==> src/rtl/bbox_sequencer.sv <==
// bbox_sequencer: frame-level controller for the boundingBox scanner.
// Ports: frame_valid in; bb_start/bb_rst_n/scan_active to scanner/mux;
//   bb_done + bb_x/y_min/max raw results in; res_* record out with
//   res_valid/res_ready handshake; drop_cnt saturating dropped-frame count.
module bbox_sequencer #(
  parameter int WIDTH   = 100,
  parameter int HEIGHT  = 100,
  parameter int TIMEOUT = 40000
) (
  input  logic        clk,
  input  logic        rst_n,
  input  logic        frame_valid,
  output logic        bb_start,
  input  logic        bb_done,
  output logic        bb_rst_n,
  input  logic [10:0] bb_x_min,
  input  logic [10:0] bb_x_max,
  input  logic [10:0] bb_y_min,
  input  logic [10:0] bb_y_max,
  output logic        scan_active,
  output logic        res_valid,
  input  logic        res_ready,
  output logic [10:0] res_x_min,
  output logic [10:0] res_x_max,
  output logic [10:0] res_row_min,
  output logic [10:0] res_row_max,
  output logic [10:0] res_w,
  output logic [10:0] res_h,
  output logic [10:0] res_cx,
  output logic [10:0] res_cy,
  output logic        res_empty,
  output logic        res_err,
  output logic [7:0]  drop_cnt
);

  // Watchdog is wide enough for both TIMEOUT and a full legal scan.
  localparam int SCAN_MIN = WIDTH * HEIGHT * 3 + 4;
  localparam int WD_CAP   = (TIMEOUT > SCAN_MIN) ? TIMEOUT : SCAN_MIN;
  localparam int WDW      = $clog2(WD_CAP + 1);
  localparam logic [WDW-1:0] WD_LAST = WDW'(TIMEOUT - 1);

  typedef enum logic [2:0] {
    IDLE, START, SCAN, CALC, OUT, RECOVER
  } state_t;

  state_t         state;
  state_t         state_nx;
  logic [WDW-1:0] wd;
  logic           rec_cnt;
  logic           pending;
  logic [10:0]    lx0;
  logic [10:0]    lx1;
  logic [10:0]    ly0;
  logic [10:0]    ly1;
  logic [10:0]    rmin;
  logic [10:0]    rmax;
  logic           empty_c;
  logic           scan_done;

  // wd==0 marks the first SCAN cycle, where done may still be stale.
  assign scan_done = (state == SCAN) && bb_done && (wd != '0);

  always_ff @(posedge clk or negedge rst_n) begin
    if (!rst_n) state <= IDLE;
    else        state <= state_nx;
  end

  always_comb begin
    state_nx = state;
    unique case (state)
      IDLE:    if (frame_valid || pending) state_nx = START;
      START:   state_nx = SCAN;
      SCAN: begin
        if (scan_done)          state_nx = CALC;
        else if (wd == WD_LAST) state_nx = RECOVER;
      end
      CALC:    state_nx = OUT;
      OUT:     if (res_ready) state_nx = IDLE;
      RECOVER: if (rec_cnt) state_nx = OUT;
      default: state_nx = IDLE;
    endcase
  end

  always_comb begin
    bb_start    = (state == START);
    scan_active = (state == START) || (state == SCAN);
    res_valid   = (state == OUT);
    bb_rst_n    = (state != RECOVER);
  end

  always_ff @(posedge clk or negedge rst_n) begin
    if (!rst_n) begin
      wd      <= '0;
      rec_cnt <= 1'b0;
    end else begin
      if (state == START)     wd <= '0;
      else if (state == SCAN) wd <= wd + WDW'(1);
      rec_cnt <= (state == RECOVER);
    end
  end

  // One frame may wait; further arrivals while busy are dropped.
  always_ff @(posedge clk or negedge rst_n) begin
    if (!rst_n) begin
      pending  <= 1'b0;
      drop_cnt <= '0;
    end else if (state == IDLE) begin
      pending <= 1'b0;
    end else if (frame_valid) begin
      if (!pending)                pending  <= 1'b1;
      else if (drop_cnt != 8'hff)  drop_cnt <= drop_cnt + 8'd1;
    end
  end

  always_ff @(posedge clk or negedge rst_n) begin
    if (!rst_n) begin
      lx0 <= '0;
      lx1 <= '0;
      ly0 <= '0;
      ly1 <= '0;
    end else if (scan_done) begin
      lx0 <= bb_x_min;
      lx1 <= bb_x_max;
      ly0 <= bb_y_min;
      ly1 <= bb_y_max;
    end
  end

  // Scanner y counts byte rows (3 per pixel row).
  always_comb begin
    rmin    = ly0 / 11'd3;
    rmax    = ly1 / 11'd3;
    empty_c = (lx1 < lx0) || (ly1 < ly0);
  end

  always_ff @(posedge clk or negedge rst_n) begin
    if (!rst_n) begin
      res_x_min   <= '0;
      res_x_max   <= '0;
      res_row_min <= '0;
      res_row_max <= '0;
      res_w       <= '0;
      res_h       <= '0;
      res_cx      <= '0;
      res_cy      <= '0;
      res_empty   <= 1'b0;
      res_err     <= 1'b0;
    end else if (state == CALC) begin
      res_err   <= 1'b0;
      res_empty <= empty_c;
      if (empty_c) begin
        res_x_min   <= '0;
        res_x_max   <= '0;
        res_row_min <= '0;
        res_row_max <= '0;
        res_w       <= '0;
        res_h       <= '0;
        res_cx      <= '0;
        res_cy      <= '0;
      end else begin
        res_x_min   <= lx0;
        res_x_max   <= lx1;
        res_row_min <= rmin;
        res_row_max <= rmax;
        res_w  <= 11'({1'b0, lx1} - {1'b0, lx0} + 12'd1);
        res_h  <= 11'({1'b0, rmax} - {1'b0, rmin} + 12'd1);
        res_cx <= 11'(({1'b0, lx0} + {1'b0, lx1}) >> 1);
        res_cy <= 11'(({1'b0, rmin} + {1'b0, rmax}) >> 1);
      end
    end else if ((state == RECOVER) && rec_cnt) begin
      res_x_min   <= '0;
      res_x_max   <= '0;
      res_row_min <= '0;
      res_row_max <= '0;
      res_w       <= '0;
      res_h       <= '0;
      res_cx      <= '0;
      res_cy      <= '0;
      res_empty   <= 1'b0;
      res_err     <= 1'b1;
    end
  end

endmodule
==> config.mk <==
export PLATFORM = sky130hd
export DESIGN_NAME = bbox_sequencer
export DESIGN_NICKNAME = d
export VERILOG_FILES = /design/src/rtl/bbox_sequencer.sv
export SDC_FILE = /design/constraint.sdc
export NUM_CORES = 1
export LEC_CHECK = 0
export BUFFER_PORTS_ARGS = -buffer_cell sky130_fd_sc_hd__buf_2
export CELL_PAD_IN_SITES_DETAIL_PLACEMENT = 0
export CELL_PAD_IN_SITES_GLOBAL_PLACEMENT = 1
export CORE_ASPECT_RATIO = 0.6
export CORE_MARGIN = 2
export CORE_UTILIZATION = 28
export DETAILED_ROUTE_END_ITERATION = 8
export GPL_TIMING_DRIVEN = 0
export PLACE_DENSITY = 0.62
export SLEW_MARGIN = 20
export SYNTH_ARGS = -nofsm -noshare
export SYNTH_HDL_FRONTEND = slang
export SYNTH_SLANG_ARGS = --single-unit
==> constraint.sdc <==
create_clock -name clk -period 5.2 [get_ports clk]
set_input_delay 0.52 -clock clk [delete_from_list [all_inputs] [get_ports clk]]
set_output_delay 0.52 -clock clk [all_outputs]
set_load 0.01 [all_outputs]
==> out/qor.csv, run 1 <==
stage,metric,value,unit
status,outcome,"complete, but fails checks",
status,failing checks,setup timing,
place,Final GP Congestion,0.830,
floorplanning,# rows,53,
floorplanning,Core Region,35300,sq um
timing,final setup vio count,2,
setup_path,r2r startpoint,ly1[10],
synthesis,prevailing post-synth register cell,dfrtp_1,
setup_path,reg-to-reg endpoint,res_cy[9],
place,Port Buf Inserts,147,
final_layout,Syn-to-layout area delta,28.5,%
setup_path,Max Fanout on Critical Path,5,
synthesis,"area leader, netlist",dfrtp_1,
cts,clk_lat worst skew,0.47,ns
timing,skew final,0.0213,ns
global_route,GRT Residual Overflow,0,
floorplanning,die area,37600,sq um
routing,DRC Markers,0,
timing,FMAX,0.190,GHz
synthesis,"Cell Area, Synth",10100,sq um
routing,"wirelength, routed",33500,um
synthesis,ys async rst share,100,%
setup_path,Crit Path Category,reg2reg,
cts,clock slew at reported path FFs,0.07,ns
timing,final slew viol count,0,
cts,CTS tree,yes,
setup_path,Crit path buffers/inverters,2,
cts,Hold Buf Count CTS,0,
timing,Worst Tran Pin Value,1.03,ns
routing,Initial DRC Count,591,
timing,Final Hold Vio Count,0,
routing,Wirelength per Cell,18.8,um
synthesis,Synth warnings,0,
cts,CTS buffer count,17,
synthesis,Mapped Cells,1072,
synthesis,register area share after synthesis,39.7,%
cts,clk sink count,160,
cts,H-tree depth,4,
setup_path,arrival time of the worst setup path,5.57,ns
floorplanning,# IOs,151,
final_layout,# diodes,0,
setup_path,CP Launch Type,register,
floorplanning,initial cell density of the core,28.6,%
setup_path,CP max stage cell,dfrtp_1,
timing,RSZ-0062 raised after global routing,true,
setup_path,CP peak stage delay,0.40,ns
floorplanning,die height,151,um
global_route,largest net degree at the start of global routing,90,
global_route,GRT Total Usage,18.1,%
synthesis,Synth top area share,39.7,%
synthesis,Synth cell types,82,
synthesis,largest cells by area after synthesis,"dfrtp_1 (40%), ha_1 (9.5%), o21ai_0 (5.2%)",
place,post-DP HPWL,24500,um
setup_path,R2R cell count,26,
cts,worst-case clock buffer depth,2,
synthesis,Post-synth EDFFs,0,
cts,root buf cell,clkbuf_16,
synthesis,"Avg Cell Area, Syn",9.42,sq um
final_layout,final net count,1435,
run,max-cap violation count,0,
timing,Relative slew margins,31.6,%
final_layout,"Design Area, Final",13000,sq um
setup_path,Critical Path RT,5.51,ns
global_route,number of global-route vias before repair,8575,
timing,final worst path period need,5.26,ns
final_layout,filler cell count,3611,
routing,Final ANT Viol Nets,0,
place,area of placed instances,11500,sq um
global_route,antenna violations before repair,0,
final_layout,share of layout cells above drive strength 1,29.8,%
synthesis,#FFs+latches synth,160,
global_route,first-pass GRT wire length,51400,um
floorplanning,Die W,249,um
worst_hold_path,worst hold-check path type,in2async,
setup_path,Worst setup EP type,register,
timing,Final Cycle Share,101,%
routing,DRT Pass-1 Iters,5,
routing,vias per cell,4.87,
timing,Sum Neg Setup Slack,-0.0618,ns
timing,setup slack after layout,-0.0564,ns
setup_path,"delay-heaviest family, CP",compound AO/OA/AOI/OAI gates,
setup_path,Reg2Reg Setup Slack,-0.06,ns
routing,Vias,8671,
==> cells in the mapped netlist (all sizes together), types with 7 or more instances <==
cell type    n
a211oi       7
a21o        10
a21oi       49
a22o        24
and3         8
buf         25
clkbuf      38
dfrtp      160
fa           8
ha          77
inv         79
mux2        46
nand2      116
nand2b      18
nand3       28
nand4        9
nor2        55
nor2b       11
nor3        14
o21ai      111
o21bai      20
xnor2       30
xor2        15
==> cell usage in the layout, fill, tap and decap left out, drive strengths merged, types with 30 or more instances in the layout <==
master    n
nand2   116
a21oi    49
nor2     55
ha       77
dfrtp   160
o21ai   111
mux2     46
xnor2    30
buf     231
inv      88
clkbuf   57
==> logic make-up after synthesis <==
logic type                 Yosys count  share of synthesized area, %
muxes                               52                          5.72
buffers and inverters              143                          6.13
other                                1                        0.0371
xor gates and xnor gates            45                          3.90
adders and majority gates           88                          11.4
and+or+nand+nor                    290                          13.8
DFF                                160                          39.7
AOI/OAI and AO/OA                  293                          19.3
==> stage by stage <==
stage | std cells | setup WS (ns) | utilization, % | hold slack [ns]
2_1_floorplan | 1074 | 0.0868 | - | 0.224
3_3_place_gp | 1688 | -0.686 | 32.4 | 0.467
3_5_place_dp | 1689 | -0.727 | 32.5 | 0.470
4_1_cts | 1764 | -0.168 | 35.8 | 0.0493
5_1_grt | 1781 | -0.314 | 36.8 | 0.0634
6_report | 1781 | -0.0564 | 36.8 | 0.0349
==> state kept, by name, indices dropped and copies added, names as in the netlist, 3 cells and up <==
register,flops
wd,16
lx0,11
lx1,11
ly0,11
ly1,11
res_cx,11
res_h,11
res_w,11
res_x_max,11
res_x_min,11
res_cy,10
res_row_max,10
res_row_min,10
drop_cnt,8
state,3
==> worst max path at each step <==
stage	to	depth (start not counted)	slack (ns)	start
after floorplan	res_h[9]	26	0.09	ly1[5]
after global placement	res_cy[9]	26	-0.69	ly1[10]
after detailed placement	res_h[9]	25	-0.73	ly1[10]
after CTS	res_h[9]	26	-0.17	ly1[6]
after global routing	res_cy[9]	26	-0.31	ly1[10]
final	res_cy[9]	26	-0.06	ly1[10]
==> per-layer routing <==
layer | vias to the layer above | track usage, % | part of all wire (%)
li1 | 4228 | - | -
met3 | 30 | 3.87 | 4.3
met1 | 4182 | 27.0 | 52
met4 | 0 | 4.79 | 1.6
met5 | - | 0 | 0
met2 | 231 | 26.3 | 42
==> repair_timing <==
action                                  CTS  global route
gates resized for setup                  57            52
pin swaps                                30            50
hold endpoints to repair                  0             0
endpoints found under the setup margin   11            13
gates cloned                              1             0
buffers inserted                         42            24
==> area by class of cell <==
cell class	count	area [sq um]	area share, %
multi-input cells	771	5850	45.1
flip-flops and latches	160	4010	30.9
repair buffers	209	1270	9.79
well taps	467	584	4.50
clock buffers	17	425	3.28
plain buffers	62	342	2.63
inverters	80	305	2.35
clock inverters	15	196	1.51
Power of run 1 is not shown: default switching activity piles up to over one toggle a cycle in this logic, so the estimate is an artifact.
==> run 2, diff against run 1 <==
--- a/config.mk
+++ b/config.mk
@@ -8,12 +8,12 @@
 export BUFFER_PORTS_ARGS = -buffer_cell sky130_fd_sc_hd__buf_2
 export CELL_PAD_IN_SITES_DETAIL_PLACEMENT = 0
 export CELL_PAD_IN_SITES_GLOBAL_PLACEMENT = 1
-export CORE_ASPECT_RATIO = 0.6
+export CORE_ASPECT_RATIO = 0.8
 export CORE_MARGIN = 2
 export CORE_UTILIZATION = 28
 export DETAILED_ROUTE_END_ITERATION = 8
 export GPL_TIMING_DRIVEN = 0
-export PLACE_DENSITY = 0.62
+export PLACE_DENSITY = 0.6
 export SLEW_MARGIN = 20
 export SYNTH_ARGS = -nofsm -noshare
 export SYNTH_HDL_FRONTEND = slang
==> constraint.sdc (replaced) <==
create_clock -name clk -period 5.8 [get_ports clk]
set_input_delay 0.58 -clock clk [delete_from_list [all_inputs] [get_ports clk]]
set_output_delay 0.58 -clock clk [all_outputs]
set_load 0.01 [all_outputs]
==> out/qor.csv, run 2 (same netlist as run 1, synthesis figures left out) <==
stage,metric,value,unit,change
status,outcome,completed,,"was complete, but fails checks"
setup_path,Critical Path RT,6.11,ns,was 5.51 ns
floorplanning,die height,174,um,was 151 um
timing,FMAX,0.181,GHz,was 0.190 GHz
cts,H-tree depth,4,,unchanged
global_route,largest net degree at the start of global routing,92,,was 90
floorplanning,initial cell density of the core,28.3,%,was 28.6%
routing,"wirelength, routed",30700,um,was 33500 um
routing,DRT Pass-1 Iters,5,,unchanged
final_layout,Syn-to-layout area delta,20.9,%,was 28.5%
final_layout,multi-input logic area,5600,sq um,was 5850 sq um
place,post-DP HPWL,23100,um,was 24500 um
final_layout,"Most flops, register",wd,,unchanged
global_route,antenna violations before repair,1,,was 0
final_layout,filler cell count,3778,,was 3611
routing,DRC Markers,0,,unchanged
setup_path,Crit path buffers/inverters,3,,was 2
final_layout,"commonest non-fill, non-tap cell in the layout",dfrtp_1,,unchanged
place,Final GP Congestion,0.833,,was 0.830
final_layout,number of flip-flops under the largest register name,16,,unchanged
setup_path,Worst setup EP type,register,,unchanged
routing,Final ANT Viol Nets,0,,unchanged
timing,Relative slew margins,40.0,%,was 31.6%
setup_path,Crit Path Category,reg2reg,,unchanged
cts,clk_lat worst skew,0.44,ns,was 0.47 ns
setup_path,CP Launch Type,register,,unchanged
global_route,GRT Total Usage,16.4,%,was 18.1%
final_layout,most frequent cells in the layout,"dfrtp_1 (160), buf_2 (151), nand2_1 (116), o21ai_0 (104), inv_1 (77)",,"was dfrtp_1 (158), buf_2 (151), nand2_1 (115), o21ai_0 (98), inv_1 (77)"
timing,Hold WS,0.0812,ns,was 0.0349 ns
cts,CTS tree,yes,,unchanged
cts,worst-case clock buffer depth,2,,unchanged
final_layout,share of layout cells above drive strength 1,23.8,%,was 29.8%
timing,final setup vio count,0,,was 2
routing,Vias,8341,,was 8671
cts,clk sink count,160,,unchanged
setup_path,Max Fanout on Critical Path,10,,was 5
floorplanning,# rows,62,,was 53
run,max-cap violation count,0,,unchanged
cts,CTS buffer count,17,,unchanged
setup_path,CP peak stage delay,0.42,ns,was 0.40 ns
global_route,number of global-route vias before repair,8009,,was 8575
setup_path,"delay-heaviest family, CP",compound AO/OA/AOI/OAI gates,,unchanged
floorplanning,Die W,216,um,was 249 um
cts,Hold Buf Count CTS,0,,unchanged
timing,RSZ-0062 raised after global routing,false,,was true
global_route,first-pass GRT wire length,47400,um,was 51400 um
routing,vias per cell,4.80,,was 4.87
timing,Worst Tran Pin Value,0.900,ns,was 1.03 ns
floorplanning,Core Region,35700,sq um,was 35300 sq um
timing,final worst path period need,5.53,ns,was 5.26 ns
global_route,GRT Residual Overflow,0,,unchanged
cts,root buf cell,clkbuf_16,,unchanged
final_layout,sequential cell area,4000,sq um,was 4010 sq um
setup_path,CP max stage cell,dfrtp_1,,unchanged
floorplanning,# IOs,151,,unchanged
setup_path,arrival time of the worst setup path,5.84,ns,was 5.57 ns
cts,clock slew at reported path FFs,0.08,ns,was 0.07 ns
routing,Wirelength per Cell,17.7,um,was 18.8 um
timing,Final Hold Vio Count,0,,unchanged
timing,final slew viol count,0,,unchanged
final_layout,final net count,1379,,was 1435
worst_hold_path,worst hold-check path type,in2async,,unchanged
timing,skew final,0.0162,ns,was 0.0213 ns
floorplanning,die area,37600,sq um,about the same
place,Port Buf Inserts,147,,unchanged
routing,Initial DRC Count,569,,was 591
timing,Final Cycle Share,95.4,%,was 101%
-- run 2: cell type report --
class | count | area share, %
clock buffer | 20 | 3.82
tap | 480 | 4.92
antenna | 1 | 0.0205
inverter | 80 | 2.51
sequential | 160 | 32.8
multi-input combinational | 771 | 45.8
clock inverter | 12 | 0.799
timing repair buffer | 152 | 6.58
buffer | 63 | 2.75
-- run 2: timing repair --
action / in CTS / in global routing
setup buffers: 1 / 3
hold endpoints to repair: 0 / 0
setup endpoints to repair: 3 / 8
gates resized for setup: 1 / 39
pin swaps: 1 / 9
-- run 2: layer usage --
metal	up-vias	part of all wire (%)	global-route usage (%)
met5	-	0	0
met2	158	43	24.1
met4	0	0.68	2.60
met3	9	5.4	4.53
met1	4072	51	24.3
li1	4102	-	-
-- run 2: metrics by stage --
step	util (%)	TNS [ns]	instance area, sq um	setup slack (ns)	instances
after floorplan	-	0	10100	0.687	1074
after global placement	32.1	0	11400	0.00414	1701
after detailed placement	32.2	-0.0604	11500	-0.0604	1702
after CTS	33.8	0	12100	0.0635	1735
after global routing	34.2	0	12200	0.00979	1738
final	34.2	0	12200	0.267	1739
-- run 2: path summary, 6_finish.rpt --
check	start	to	slack, ns	cells past startpoint
worst min-delay path	rst_n	ly0[3]	0.08	1
worst max-delay path	ly1[6]	res_h[9]	0.27	26
worst min register to register	res_x_min[2]	res_x_min[2]	0.47	2
min in group clk	bb_y_min[3]	ly0[3]	0.36	2
worst max register to register	ly1[6]	res_h[9]	0.27	26
max in group asynchronous	rst_n	res_x_min[8]	4.87	2
Power of run 2 is left out for the same reason.
